File: src/rtl/dmem_arbiter.sv
// dmem_arbiter: shares the data RAM between the MEM stage (priority) and a host burst port with starvation relief
module dmem_arbiter #(
  parameter int AW = 12,
  parameter int DW = 16,
  parameter int LW = 8,
  parameter int MAX_WAIT = 8
) (
  input  logic          clock,
  input  logic          reset,
  input  logic          cpu_req,
  input  logic          cpu_we,
  input  logic [AW-1:0] cpu_addr,
  input  logic [DW-1:0] cpu_wdata,
  output logic [DW-1:0] cpu_rdata,
  output logic          cpu_hold,
  input  logic          host_req,
  input  logic          host_we,
  input  logic [AW-1:0] host_addr,
  input  logic [LW-1:0] host_len,
  input  logic [DW-1:0] host_wdata,
  output logic          host_wready,
  output logic [DW-1:0] host_rdata,
  output logic          host_rvalid,
  output logic          host_busy,
  output logic          host_done,
  output logic [AW-1:0] ram_raddr,
  output logic [AW-1:0] ram_waddr,
  output logic          ram_wen,
  output logic [DW-1:0] ram_win,
  input  logic [DW-1:0] ram_rout
);
  localparam int WW = $clog2(MAX_WAIT + 1);
  typedef enum logic [1:0] {IDLE, BURST, DONE} state_t;
  state_t state;
  logic dir, beat;
  logic [AW-1:0] addr;
  logic [LW-1:0] cnt;
  logic [WW-1:0] wait_cnt;
  assign cpu_rdata = ram_rout;
  assign host_busy = state != IDLE;
  assign host_done = state == DONE;
  // reset suppresses every RAM write so an aborted burst cannot land a beat during the reset cycle
  always_comb begin
    cpu_hold = state == BURST && wait_cnt == WW'(MAX_WAIT);
    beat = !reset && state == BURST && (!cpu_req || cpu_hold);
    ram_raddr = beat ? addr : cpu_addr;
    ram_waddr = ram_raddr;
    ram_win = beat ? host_wdata : cpu_wdata;
    ram_wen = !reset && (beat ? dir : cpu_req && cpu_we && !cpu_hold);
    host_wready = beat && dir;
  end
  always_ff @(posedge clock)
    if (reset) begin
      state <= IDLE;
      dir <= 1'b0;
      addr <= '0;
      cnt <= '0;
      wait_cnt <= '0;
      host_rdata <= '0;
      host_rvalid <= 1'b0;
    end else begin
      host_rvalid <= beat && !dir;
      if (beat && !dir) host_rdata <= ram_rout;
      if (state == IDLE && host_req) begin
        state <= BURST;
        dir <= host_we;
        addr <= host_addr;
        cnt <= host_len;
        wait_cnt <= '0;
      end else if (beat) begin
        addr <= addr + AW'(1);
        cnt <= cnt - LW'(1);
        wait_cnt <= '0;
        if (cnt == '0) state <= DONE;
      end else if (state == BURST && cpu_req) wait_cnt <= wait_cnt + WW'(1);
      else if (state == DONE) state <= IDLE;
    end
endmodule
File: config.mk
export PLATFORM = sky130hd
export DESIGN_NAME = dmem_arbiter
export DESIGN_NICKNAME = d
export VERILOG_FILES = /design/src/rtl/dmem_arbiter.sv
export SDC_FILE = /design/constraint.sdc
export NUM_CORES = 1
export LEC_CHECK = 0
export ABC_CLOCK_PERIOD_IN_PS = 5400
export CAP_MARGIN = 5
export CORE_ASPECT_RATIO = 1.1
export CORE_MARGIN = 4
export CORE_UTILIZATION = 35
export DETAILED_ROUTE_END_ITERATION = 10
export HOLD_SLACK_MARGIN = 0.1
export PLACE_DENSITY_LB_ADDON = 0.2
export SLEW_MARGIN = 40
export SYNTH_ARGS = -nofsm -noshare
export SYNTH_HDL_FRONTEND = slang
export SYNTH_SLANG_ARGS = --single-unit
File: constraint.sdc
create_clock -name clock -period 5.4 [get_ports clock]
set_clock_uncertainty 0.2 [all_clocks]
set_input_delay 1.08 -clock clock [delete_from_list [all_inputs] [get_ports clock]]
set_output_delay 1.08 -clock clock [all_outputs]
set_load 0.03 [all_outputs]
* After elaboration in Yosys (flattened, before gate mapping)
Cells that the tools add are included.
Storage, ports and cells: bits in registers 44, latch bits 0, bits in writable memories 0, ROM bits 0, bits of input ports 86, logic and storage cells 55, memories kept 0
Operators by class: $add $sub $neg 3, multipliers 0, divide/modulo/power cells 0, $lt $le $gt $ge 0, equality and inequality tests 7, shifts and indexed selects 0, mux-type cells 12, bitwise gates (word level) 0, reductions and logical operators 25
Operators with widths (number):
- 12-bit 2-to-1 mux | 3
- 16-bit 2-to-1 mux | 1
- 8-bit 2-to-1 mux | 2
- 12-bit by 1-bit adder with 12-bit output, second input constant | 1
- 1-bit logical AND | 10
- 8-bit zero test | 1
- 2-bit 2-to-1 mux | 4
- 8-bit by 1-bit subtractor with 8-bit output, second input constant | 1
- 3-bit AND reduction | 2
- 2-bit nonzero test | 3
- 4-bit by 1-bit adder with 4-bit output, second input constant | 1
- 4-bit == test, second input constant | 1
- 1-bit zero test | 4
- 3-bit by 1-bit inequality test with 1-bit output, second input constant | 1
- 3-bit inequality test, second input constant | 1
- 3-bit nonzero test | 1
- 3-bit OR reduction | 1
- 2-bit by 1-bit == test with 1-bit output, second input constant | 1
- 2-bit == test, second input constant | 1
- 2-bit zero test | 1
- 1-bit 2-to-1 mux | 2
- 2-bit by 1-bit inequality test with 1-bit output, second input constant | 1
- 2-bit inequality test, second input constant | 1
- 2-bit OR reduction | 1
- 1-bit logical OR | 1

* Logic depth before layout (Yosys ltp)
Gate-level depths: netlist of run 1.
depth in word-level cells 6, gate-level depth with buffers 10, depth with buffers taken out 6

* Worst setup path after synthesis of run 1
No wires, ideal clock.
path kind input port to output port, start point input reset, end point output ram_waddr[10], arrival time 2975 ps, required time 4120 ps, setup slack 1145 ps, stages 6, path through or3b_4 a21o_1 buf_6 clkbuf_1 o21ai_0 buf_4
On the way: word-level cells in the longest chain between the ends 4
RTL lines:
- from (decl) | line 9 | input logic reset,
- 1-bit zero test | line 45 | beat = !reset && state == BURST && (!cpu_req || cpu_hold);
- 1-bit logical AND (2 in a row) | line 45
- 12-bit 2-to-1 mux | line 46 | ram_raddr = beat ? addr : cpu_addr;
- to (decl) | line 27 | output logic [AW-1:0] ram_waddr,
No other way between the ends.

* Final worst setup path of run 1
start point input reset, end point output ram_raddr[8]
On the way: word-level cells in the longest chain between the ends 4
RTL lines:
- 1-bit zero test | line 45
- 1-bit logical AND (2 in a row) | line 45
- 12-bit 2-to-1 mux | line 46
- to (decl) | line 26 | output logic [AW-1:0] ram_raddr,
No other way between the ends.

==> results of run 1 <==
[kinds of logic (layout without fill, tap and decap cells)]
kind of cell | Yosys count | in the layout | synth area share (%)
AOI/OAI and AO/OA | 87 | 87 | 21.4
xor gates and xnor gates | 3 | 3 | 0.967
adders and majority gates | 5 | 5 | 2.30
buffers and inverters | 65 | 191 | 13.9
DFF | 44 | 44 | 32.4
muxes | 3 | 3 | 1.10
and+or+nand+nor | 175 | 175 | 28.0
[registers in the layout (all words and copies together), names as in the netlist]
name,cells
addr,12
cnt,8
dir,1
host_rdata,16
host_rvalid,1
state,2
wait_cnt,4
[worst max-delay path: cells and delay by family]
kind                   cells  cell delay [ns]
buffers and inverters      3             1.49
AO/OA/AOI/OAI              1             0.58
AND/OR/NAND/NOR            3             0.31
[metrics by stage]
step / worst slack [ns] / cells / power, mW
after CTS: 0.620 / 613 / 0.945
after floorplan: 1.14 / 382 / 0.542
after global placement: 0.678 / 605 / 0.673
after global routing: 0.492 / 613 / 0.979
final: 0.668 / 613 / 0.937
after detailed placement: 0.624 / 605 / 0.676
[cell type report]
| class | count | area [um^2] | area share [%] |
|---|---|---|---|
| clock inverters | 2 | 38.8 | 0.896 |
| repair buffers | 170 | 1680 | 38.8 |
| inverters | 13 | 48.8 | 1.13 |
| clock buffers | 6 | 82.6 | 1.91 |
| multi-input cells | 273 | 1470 | 33.9 |
| well taps | 105 | 131 | 3.03 |
| flip-flops and latches | 44 | 881 | 20.3 |
[Yosys cell counts (3+ instances only)]
cell	number
nand4_1	3
inv_1	13
o211ai_1	5
dfxtp_1	44
a31oi_1	5
nor3_1	5
a21oi_1	18
nand3_1	9
clkbuf_1	12
nor2_1	11
mux2i_1	3
a22oi_1	10
nand2_1	127
ha_1	5
buf_4	31
o21ai_0	24
or3_1	6
buf_2	7
[path summary, 6_finish.rpt]
check	start	to	slack, ns
hold / removal	host_rdata[0]$_SDFFE_PP0P_	host_rdata[0]$_SDFFE_PP0P_	0.26
setup / recovery	reset	ram_raddr[8]	0.67
setup reg to reg	state[0]$_SDFFE_PP0P_	addr[8]$_SDFFE_PP0P_	3.15
hold reg to reg	host_rdata[0]$_SDFFE_PP0P_	host_rdata[0]$_SDFFE_PP0P_	0.26
[power by group through the flow]
| stage | combinational (mW) | sequential, mW | clock (mW) |
|---|---|---|---|
| 2_1_floorplan | 0.168 | 0.374 | 0 |
| 3_3_place_gp | 0.306 | 0.367 | 0 |
| 3_5_place_dp | 0.309 | 0.367 | 0 |
| 4_1_cts | 0.310 | 0.360 | 0.276 |
| 5_1_grt | 0.329 | 0.363 | 0.288 |
| 6_report | 0.307 | 0.360 | 0.270 |
[metal layers]
| layer | global-route usage [%] | vias to the layer above | wire length (um) | part of all wire, % |
|---|---|---|---|---|
| met5 | 0 | - | 0 | 0 |
| met3 | 3.45 | 7 | 580 | 6.7 |
| met2 | 32.3 | 100 | 4420 | 51 |
| met4 | 4.57 | 0 | 75 | 0.86 |
| met1 | 22.4 | 1374 | 3640 | 42 |
| li1 | - | 1527 | - | - |
==> summary.md, run 1 <==
| Metric | Value |
|---|---|
| Post_cts resized | `0` |
| H-tree depth | `2` |
| Cell count after synthesis | `382` |
| Core ar. | `7510 um^2` |
| Routed WL | `8.72 mm` |
| Initial Util | `36.2%` |
| CTS tree | `done` |
| Leakage | `1.63 nW` |
| Syn nets | `473` |
| Commonest non-fill, non-tap cells in the layout | `clkdlybuf4s50_1 (161), nand2_1 (127), dfxtp_1 (44), o21ai_0 (24), a21oi_1 (17)` |
| RSZ-0062 raised after global routing | `false` |
| Sw Ratio | `31.5%` |
| Post-CTS setup buffers | `0` |
| Async set or reset register ratio after synthesis | `0%` |
| Power per cell area | `216 nW/um^2` |
| CP cell instances | `clkdlybuf4s50_1, or3b_4, a21o_1, buf_4, nand2_1, nand2_1, clkdlybuf4s50_1` |
| Routability cong. | `0.820` |
| Minimum clock period | `4.73 ns` |
| Die Ht | `100 um` |
| Slowest stage delay, CP | `0.67 ns` |
| Setup violators final | `0` |
| Count of pins over their slew limit | `0` |
| Layout cells sized above 1 | `5.31%` |
| Clock buffer depth | `2` |
| Worst Path Required | `4.12 ns` |
| Slew HR | `49.8%` |
| CTS sink cnt | `44` |
| CTS clk-pin slew, worst paths | `0.09 ns` |
| Synth Flop Type | `dfxtp_1` |
| Seq/Total Area, Yosys | `32.4%` |
| Area of the mapped netlist | `2720 um^2` |
| Initial antenna violation count | `0` |
| Most common cell after layout, fill and taps aside | `clkdlybuf4s50_1` |
| Max-Cap Viols | `0` |
| Routed vias | `3008` |
| Post-CTS Hold Buffers | `0` |
| Antenna-violating nets left | `0` |
| Yosys reg bits | `44` |
| Vias in the first global route | `2800` |
| TritonRoute pass-1 iters | `5` |
| Setup TNS | `0 ns` |
| Final period util | `87.6%` |
| DRC viols | `0` |
| Crit path kind | `input port to primary output` |
| Sequential power share | `38.4%` |
| Hold WC Path Type | `flip-flop to flip-flop` |
| Worst skew pair latency | `0.30 ns` |
| Peak supply drop | `0.225 mV` |
| FP Rows | `33` |
| Slowest cell on the critical path | `clkdlybuf4s50_1` |
| YS warnings | `0` |
| Diode count | `0` |
| Clk root buf | `clkbuf_8` |
| Max FO, Critical Path | `26` |
| Fmax | `211 MHz` |
| CP endpoint kind | `primary output` |
| Clk pwr share | `28.8%` |
| Die area | `9240 um^2` |
| Crit start category | `input port` |
| PortBufs | `163` |
| Grt total ovfl | `0` |
| Pin count of the biggest net entering global routing | `34` |
| Initial DRC count | `160` |
| Final core occ | `57.6%` |
| Die Wd | `92.0 um` |
| Tightest Pin Transition | `0.754 ns` |
| Worst path arrival time | `3.45 ns` |
| Syn avg cell area | `7.12 um^2` |
| Yosys top cell area share | `32.4%` |
| Switching power | `295 uW` |
| Post-synth EDFFs | `0` |
| I/O pin count | `164` |
| Fillers | `731` |
| P_int | `642 uW` |
| Avg Vias per Cell | `4.91` |
| Area Growth Syn to Fin | `59.3%` |
| Area of placed instances | `4210 um^2` |
| DPL Wire Length | `6.81 mm` |
| CTS Buf Count | `5` |
| GR Util All Layers | `18.1%` |
| Drt wl/cell | `14.2 um` |
| Final instance area | `4330 um^2` |
| Fin Hold WS | `0.259 ns` |
| Global-route wire length before repair | `13.8 mm` |
| FF-to-FF path depth | `4` |
| Main area contributors after synthesis | `dfxtp_1 (32%), nand2_1 (18%), buf_4 (8.6%)` |
| Hold Vio Cnt, Final | `0` |
| Gate power share | `32.8%` |
| Count of cell types in the netlist | `53` |
| Outcome | `finished, final reports clean` |
| Final-stage net count | `598` |
| Hold depth | `2` |
| Post-synth top area cell | `dfxtp_1` |
No activity file was read; power rests on OpenSTA's default activity.
==> run 2: changes to the inputs <==
--- a/config.mk
+++ b/config.mk
@@ -7,12 +7,15 @@
 export LEC_CHECK = 0
 export ABC_CLOCK_PERIOD_IN_PS = 5400
 export CAP_MARGIN = 5
+export CELL_PAD_IN_SITES_DETAIL_PLACEMENT = 0
+export CELL_PAD_IN_SITES_GLOBAL_PLACEMENT = 1
 export CORE_ASPECT_RATIO = 1.1
 export CORE_MARGIN = 4
-export CORE_UTILIZATION = 35
+export CORE_UTILIZATION = 27
+export CTS_CLUSTER_DIAMETER = 60
 export DETAILED_ROUTE_END_ITERATION = 10
 export HOLD_SLACK_MARGIN = 0.1
-export PLACE_DENSITY_LB_ADDON = 0.2
+export PLACE_DENSITY_LB_ADDON = 0.1
 export SLEW_MARGIN = 40
 export SYNTH_ARGS = -nofsm -noshare
 export SYNTH_HDL_FRONTEND = slang
==> run 2 against run 1 <==
Against the previous run: register-to-register slack improved by 0.03 ns; global-route usage decreased by 2.9 points; flip-flop and latch count unchanged; combinational power is 2% higher; count of clock-buffer cells in the layout decreased by 1; die area increased by 27%; non-clock buffer count rose by 2.
==> summary.md, run 2 (synthesis results as in run 1) <==
| Metric | Value |
|---|---|
| Power, Total | `942 uW (was 937 uW)` |
| Die Ht | `113 um (was 100 um)` |
| Power per cell area | `216 nW/um^2 (about the same)` |
| Avg Vias per Cell | `4.86 (was 4.91)` |
| Core ar. | `9840 um^2 (was 7510 um^2)` |
| Final instance area | `4360 um^2 (was 4330 um^2)` |
| Hold depth | `2 (unchanged)` |
| CP endpoint kind | `primary output (unchanged)` |
| Biggest regs | `host_rdata: 16 flops, addr: 12 flops, cnt: 8 flops (unchanged)` |
| Final core occ | `44.3% (was 57.6%)` |
| Layout cells sized above 1 | `7.25% (was 5.31%)` |
| FF-to-FF setup slack | `3.18 ns (was 3.15 ns)` |
| Routed WL | `9.33 mm (was 8.72 mm)` |
| Fin Hold WS | `0.252 ns (was 0.259 ns)` |
| Hold Vio Cnt, Final | `0 (unchanged)` |
| Outcome | `finished, final reports clean (unchanged)` |
| Top reg by flops | `host_rdata (unchanged)` |
| Count of pins over their slew limit | `0 (unchanged)` |
| Setup ws final | `0.830 ns (was 0.668 ns)` |
| DPL Wire Length | `7.01 mm (was 6.81 mm)` |
| Grt total ovfl | `0 (unchanged)` |
| Drt wl/cell | `14.8 um (was 14.2 um)` |
| Worst Path Required | `4.12 ns (about the same)` |
| CTS clk-pin slew, worst paths | `0.10 ns (was 0.09 ns)` |
| CTS Buf Count | `5 (unchanged)` |
| FP Rows | `38 (was 33)` |
| Fmax | `219 MHz (was 211 MHz)` |
| Clock buffer depth | `2 (unchanged)` |
| CTS sink cnt | `44 (unchanged)` |
| Pre-CTS WS | `0.826 ns (was 0.624 ns)` |
| Fillers | `1020 (was 731)` |
| Post-CTS setup buffers | `0 (unchanged)` |
| Placed instance count | `622 (was 605)` |
| Area Growth Syn to Fin | `60.3% (was 59.3%)` |
| H-tree depth | `2 (unchanged)` |
| Non-Filler Instances | `630 (was 613)` |
| Crit Reg-Reg Startpoint | `state[0]$_SDFFE_PP0P_ (unchanged)` |
| TritonRoute pass-1 iters | `4 (was 5)` |
| Initial DRC count | `128 (was 160)` |
| FF-to-FF path depth | `5 (was 4)` |
| Crit path kind | `input port to primary output (unchanged)` |
| Pin count of the biggest net entering global routing | `38 (was 34)` |
| Worst Hold Path EP | `host_rdata[12]$_SDFFE_PP0P_ (was host_rdata[0]$_SDFFE_PP0P_)` |
| Slew HR | `52.1% (was 49.8%)` |
| Most common cell after layout, fill and taps aside | `clkdlybuf4s50_1 (unchanged)` |
| DRC viols | `0 (unchanged)` |
| Clk root buf | `clkbuf_8 (unchanged)` |
| Post_cts resized | `0 (unchanged)` |
| CTS tree | `done (unchanged)` |
| Area of placed instances | `4240 um^2 (was 4210 um^2)` |
| Commonest non-fill, non-tap cells in the layout | `clkdlybuf4s50_1 (153), nand2_1 (127), dfxtp_1 (44), o21ai_0 (24) (was clkdlybuf4s50_1 (161), nand2_1 (127), dfxtp_1 (44), o21ai_0 (24), a21oi_1 (17))` |
| Die area | `11700 um^2 (was 9240 um^2)` |
| Diode count | `0 (unchanged)` |
| GR Util All Layers | `15.2% (was 18.1%)` |
| Max FO, Critical Path | `30 (was 26)` |
| Register Area | `881 um^2 (unchanged)` |
| RSZ-0062 raised after global routing | `false (unchanged)` |
| Die Wd | `104 um (was 92.0 um)` |
| Routability cong. | `0.826 (was 0.820)` |
| Peak supply drop | `0.0868 mV (was 0.225 mV)` |
| Number of flip-flops in the largest register | `16 (unchanged)` |
| Tightest Pin Transition | `0.717 ns (was 0.754 ns)` |
| Setup violators final | `0 (unchanged)` |
| Minimum clock period | `4.57 ns (was 4.73 ns)` |
| Initial antenna violation count | `0 (unchanged)` |
| Vias in the first global route | `2893 (was 2800)` |
| Final-stage net count | `600 (was 598)` |
| Antenna-violating nets left | `0 (unchanged)` |
| I/O pin count | `164 (unchanged)` |
| Hold WC Path Type | `flip-flop to flip-flop (unchanged)` |
| Crit start category | `input port (unchanged)` |
| Worst path arrival time | `3.29 ns (was 3.45 ns)` |
| Setup TNS | `0 ns (unchanged)` |
| PortBufs | `163 (unchanged)` |
| Final period util | `84.6% (was 87.6%)` |
| Max-Cap Viols | `0 (unchanged)` |
| Hold path start | `host_rdata[12]$_SDFFE_PP0P_ (was host_rdata[0]$_SDFFE_PP0P_)` |
| Multi-input gate area | `1480 um^2 (was 1470 um^2)` |
| Leakage | `1.65 nW (was 1.63 nW)` |
| Global-route wire length before repair | `14.7 mm (was 13.8 mm)` |
| Worst r2r dst | `addr[8]$_SDFFE_PP0P_ (unchanged)` |
| Post-CTS Hold Buffers | `0 (unchanged)` |
| Routed vias | `3062 (was 3008)` |
| Worst skew pair latency | `0.30 ns (about the same)` |
| Initial Util | `27.6% (was 36.2%)` |
-- run 2: cell types whose count changed in the layout (fill, tap and decap cells not counted), sizes merged --
cell and change:
clkbuf -1, clkdlybuf4s50 -8, clkinvlp +1, clkinv -1, inv +1, buf +10
-- run 2: critical path, stage by stage --
cell,delay [ns]
clkdlybuf4s50_1,0.44
or3b_4,0.42
a21oi_2,0.11
buf_4,0.33
nand2_1,0.11
nand2_1,0.11
clkdlybuf4s50_1,0.68
-- run 2: power breakdown --
| group | leakage [nW] | internal [mW] | switching [mW] | total (mW) |
|---|---|---|---|---|
| Clock | 0.0548 | 0.140 | 0.129 | 0.269 |
| Sequential | 0.360 | 0.343 | 0.0186 | 0.361 |
| Combinational | 1.23 | 0.149 | 0.163 | 0.312 |
| Total | 1.65 | 0.632 | 0.311 | 0.942 |
-- run 2: layout make-up --
type | count | area share, %
repair buffers | 172 | 38.6
multi-input cells | 273 | 34.0
flip-flops and latches | 44 | 20.2
well taps | 120 | 3.44
clock buffers | 5 | 1.58
inverters | 13 | 1.12
clock inverters | 3 | 1.06
-- run 2: metal layers --
layer	vias to the layer above	part of all wire, %	track usage (%)
met2	121	45	24.3
met1	1400	48	20.7
met4	0	0.65	3.63
li1	1536	-	-
met5	-	0	0
met3	5	6.5	3.65
-- run 2: worst max-delay path by stage --
| stage | startpoint | endpoint | slack (ns) | cells past startpoint |
|---|---|---|---|---|
| finish | reset | ram_raddr[4] | 0.83 | 7 |
| global route | reset | ram_raddr[4] | 0.67 | 7 |
| CTS | reset | ram_waddr[4] | 0.82 | 7 |
| detailed placement | reset | ram_waddr[4] | 0.83 | 7 |
| global placement | reset | host_wready | 0.85 | 6 |
| floorplan | reset | ram_waddr[10] | 1.14 | 6 |
==> run 3: changes to the inputs <==
--- a/config.mk
+++ b/config.mk
@@ -5,13 +5,13 @@
 export SDC_FILE = /design/constraint.sdc
 export NUM_CORES = 1
 export LEC_CHECK = 0
-export ABC_CLOCK_PERIOD_IN_PS = 5400
+export ABC_CLOCK_PERIOD_IN_PS = 4140
 export CAP_MARGIN = 5
 export CELL_PAD_IN_SITES_DETAIL_PLACEMENT = 0
 export CELL_PAD_IN_SITES_GLOBAL_PLACEMENT = 1
 export CORE_ASPECT_RATIO = 1.1
 export CORE_MARGIN = 4
-export CORE_UTILIZATION = 27
+export CORE_UTILIZATION = 23
 export CTS_CLUSTER_DIAMETER = 60
 export DETAILED_ROUTE_END_ITERATION = 10
 export HOLD_SLACK_MARGIN = 0.1
==> constraint.sdc (replaced) <==
create_clock -name clock -period 4.14 [get_ports clock]
set_clock_uncertainty 0.2 [all_clocks]
set_input_delay 0.828 -clock clock [delete_from_list [all_inputs] [get_ports clock]]
set_output_delay 0.828 -clock clock [all_outputs]
set_load 0.03 [all_outputs]
==> run 3 against run 2 <==
Against the previous run: critical path depth did not move; cell area increased by 0.43%; count of clock-buffer cells in the layout unchanged; worst setup slack worse by 0.41 ns; utilization down 6.4 points; total power rose by 41%; via count rose by 0.56%; first-iteration DRC count increased by 5.5%; non-clock buffer count shrank 2; global-route usage shrank 1.0 points; critical endpoint unchanged.
==> summary.md, run 3 (synthesis results as in run 1) <==
| Metric | Value |
|---|---|
| Outcome | `finished, final reports clean (unchanged)` |
| Die Wd | `112 um (was 104 um)` |
| Crit start category | `input port (unchanged)` |
| Final period util | `89.9%` |
| FF-to-FF setup slack | `1.91 ns (was 3.18 ns)` |
| Initial Util | `23.6% (was 27.6%)` |
| Biggest regs | `host_rdata: 16 flops, addr: 12 flops, cnt: 8 flops (unchanged)` |
| Non-Filler Instances | `658 (was 630)` |
| Minimum clock period | `3.72 ns` |
| Pre-CTS WS | `0.401 ns (was 0.826 ns)` |
| TritonRoute pass-1 iters | `4 (unchanged)` |
| Routed WL | `9.79 mm (was 9.33 mm)` |
| Worst Path Required | `3.11 ns (was 4.12 ns)` |
| DPL Wire Length | `7.29 mm (was 7.01 mm)` |
| Worst path arrival time | `2.70 ns (was 3.29 ns)` |
| Layout cells sized above 1 | `13.2% (was 7.25%)` |
| Initial DRC count | `135 (was 128)` |
| Die area | `13600 um^2 (was 11700 um^2)` |
| Count of pins over their slew limit | `0 (unchanged)` |
| Commonest non-fill, non-tap cells in the layout | `nand2_1 (127), clkdlybuf4s50_1 (121), buf_4 (46), dfxtp_1 (44), o21ai_0 (24) (was clkdlybuf4s50_1 (153), nand2_1 (127), dfxtp_1 (44), o21ai_0 (24))` |
| Max-Cap Viols | `0 (unchanged)` |
| Routed vias | `3079 (was 3062)` |
| Vias in the first global route | `3025 (was 2893)` |
| CTS Buf Count | `5 (unchanged)` |
| Placed instance count | `650 (was 622)` |
| Number of flip-flops in the largest register | `16 (unchanged)` |
| Slew HR | `52.3% (was 52.1%)` |
| Hold path start | `host_rdata[2]$_SDFFE_PP0P_ (was host_rdata[12]$_SDFFE_PP0P_)` |
| RSZ-0062 raised after global routing | `false (unchanged)` |
| Diode count | `0 (unchanged)` |
| Global-route wire length before repair | `15.6 mm (was 14.7 mm)` |
| PortBufs | `163 (unchanged)` |
| Grt total ovfl | `0 (unchanged)` |
| Die Ht | `122 um (was 113 um)` |
| Tightest Pin Transition | `0.715 ns (was 0.717 ns)` |
| Antenna-violating nets left | `0 (unchanged)` |
| Final core occ | `37.9% (was 44.3%)` |
| Sequential power share | `35.4% (was 38.3%)` |
| Routability cong. | `0.854 (was 0.826)` |
| Setup violators final | `0 (unchanged)` |
| Avg Vias per Cell | `4.68 (was 4.86)` |
| Post-CTS Hold Buffers | `0 (unchanged)` |
| Worst skew pair latency | `0.29 ns (was 0.30 ns)` |
| Top reg by flops | `host_rdata (unchanged)` |
| FF-to-FF path depth | `4 (was 5)` |
| Crit path kind | `input port to primary output (unchanged)` |
| Clk pwr share | `34.6% (was 28.5%)` |
| H-tree depth | `2 (unchanged)` |
| Area Growth Syn to Fin | `61.0% (was 60.3%)` |
| Core ar. | `11500 um^2 (was 9840 um^2)` |
| CP endpoint kind | `primary output (unchanged)` |
| Most common cell after layout, fill and taps aside | `nand2_1 (was clkdlybuf4s50_1)` |
| Initial antenna violation count | `0 (unchanged)` |
| Final-stage net count | `598 (was 600)` |
| Worst r2r dst | `addr[8]$_SDFFE_PP0P_ (unchanged)` |
| Hold depth | `2 (unchanged)` |
| CTS sink cnt | `44 (unchanged)` |
| Drt wl/cell | `14.9 um (was 14.8 um)` |
| Post_cts resized | `0 (unchanged)` |
| P_int | `916 uW (was 632 uW)` |
| Hold WC Path Type | `flip-flop to flip-flop (unchanged)` |
| Leakage | `1.70 nW (was 1.65 nW)` |
| CTS tree | `done (unchanged)` |
| Sw Ratio | `31.2% (was 33.0%)` |
| Switching power | `416 uW (was 311 uW)` |
| Max FO, Critical Path | `20 (was 30)` |
| Setup TNS | `0 ns (unchanged)` |
| Post-CTS setup buffers | `0 (unchanged)` |
| Hold Vio Cnt, Final | `0 (unchanged)` |
| DRC viols | `0 (unchanged)` |
| Worst Hold Path EP | `host_rdata[2]$_SDFFE_PP0P_ (was host_rdata[12]$_SDFFE_PP0P_)` |
| Setup ws final | `0.416 ns (was 0.830 ns)` |
| Fmax | `269 MHz` |
| Power, Total | `1.33 mW (was 942 uW)` |
| Clk root buf | `clkbuf_16 (was clkbuf_8)` |
| Clock buffer depth | `2 (unchanged)` |
| Gate power share | `30.0% (was 33.1%)` |
| Pin count of the biggest net entering global routing | `34 (was 38)` |
| Crit Reg-Reg Startpoint | `state[0]$_SDFFE_PP0P_ (unchanged)` |
| FP Rows | `41 (was 38)` |
| Power per cell area | `304 nW/um^2 (was 216 nW/um^2)` |
| Peak supply drop | `0.153 mV (was 0.0868 mV)` |
| I/O pin count | `164 (unchanged)` |
| CTS clk-pin slew, worst paths | `0.06 ns (was 0.10 ns)` |
| GR Util All Layers | `14.1% (was 15.2%)` |
==> run 3: worst max-delay path, cell delays in order <==
cell,delay [ns]
clkdlybuf4s50_1,0.44
or3b_4,0.42
a21o_1,0.41
buf_12,0.27
nand2_1,0.07
nand2_1,0.08
buf_4,0.18
==> run 3: layout make-up <==
cell class	count	area [um^2]
clock buffers	5	125
clock inverters	3	42.5
fillers	1220	7160
inverters	13	48.8
multi-input cells	273	1480
flip-flops and latches	44	881
well taps	150	188
repair buffers	170	1620
==> run 3: stage by stage <==
stage	area, um^2	hold WS (ns)
floorplan	2720	0.258
global placement	4210	0.237
detailed placement	4210	0.250
CTS	4380	0.260
global route	4380	0.273
finish	4380	0.257
==> run 3: worst max path at each step <==
stage / start / end / slack, ns / cells after the start
global placement: reset / ram_raddr[4] / 0.41 / 7
global route: reset / ram_raddr[7] / 0.28 / 5
CTS: reset / ram_waddr[4] / 0.40 / 7
floorplan: reset / ram_waddr[7] / 0.39 / 6
finish: reset / ram_raddr[4] / 0.42 / 7
detailed placement: reset / ram_waddr[4] / 0.40 / 7
==> run 3: power groups by stage <==
stage,logic (mW),clock network [mW],registers (mW)
3_3_place_gp,0.403,0,0.480
5_1_grt,0.431,0.496,0.475
4_1_cts,0.405,0.486,0.471
3_5_place_dp,0.404,0,0.481
2_1_floorplan,0.219,0,0.487
6_report,0.400,0.460,0.471
==> run 3: layer usage <==
layer	vias to the layer above	part of all wire [%]	track usage, %
li1	1535	-	-
met1	1416	44	17.6
met2	120	47	23.8
met3	8	7.6	3.73
met4	0	1.4	4.56
met5	-	0	0
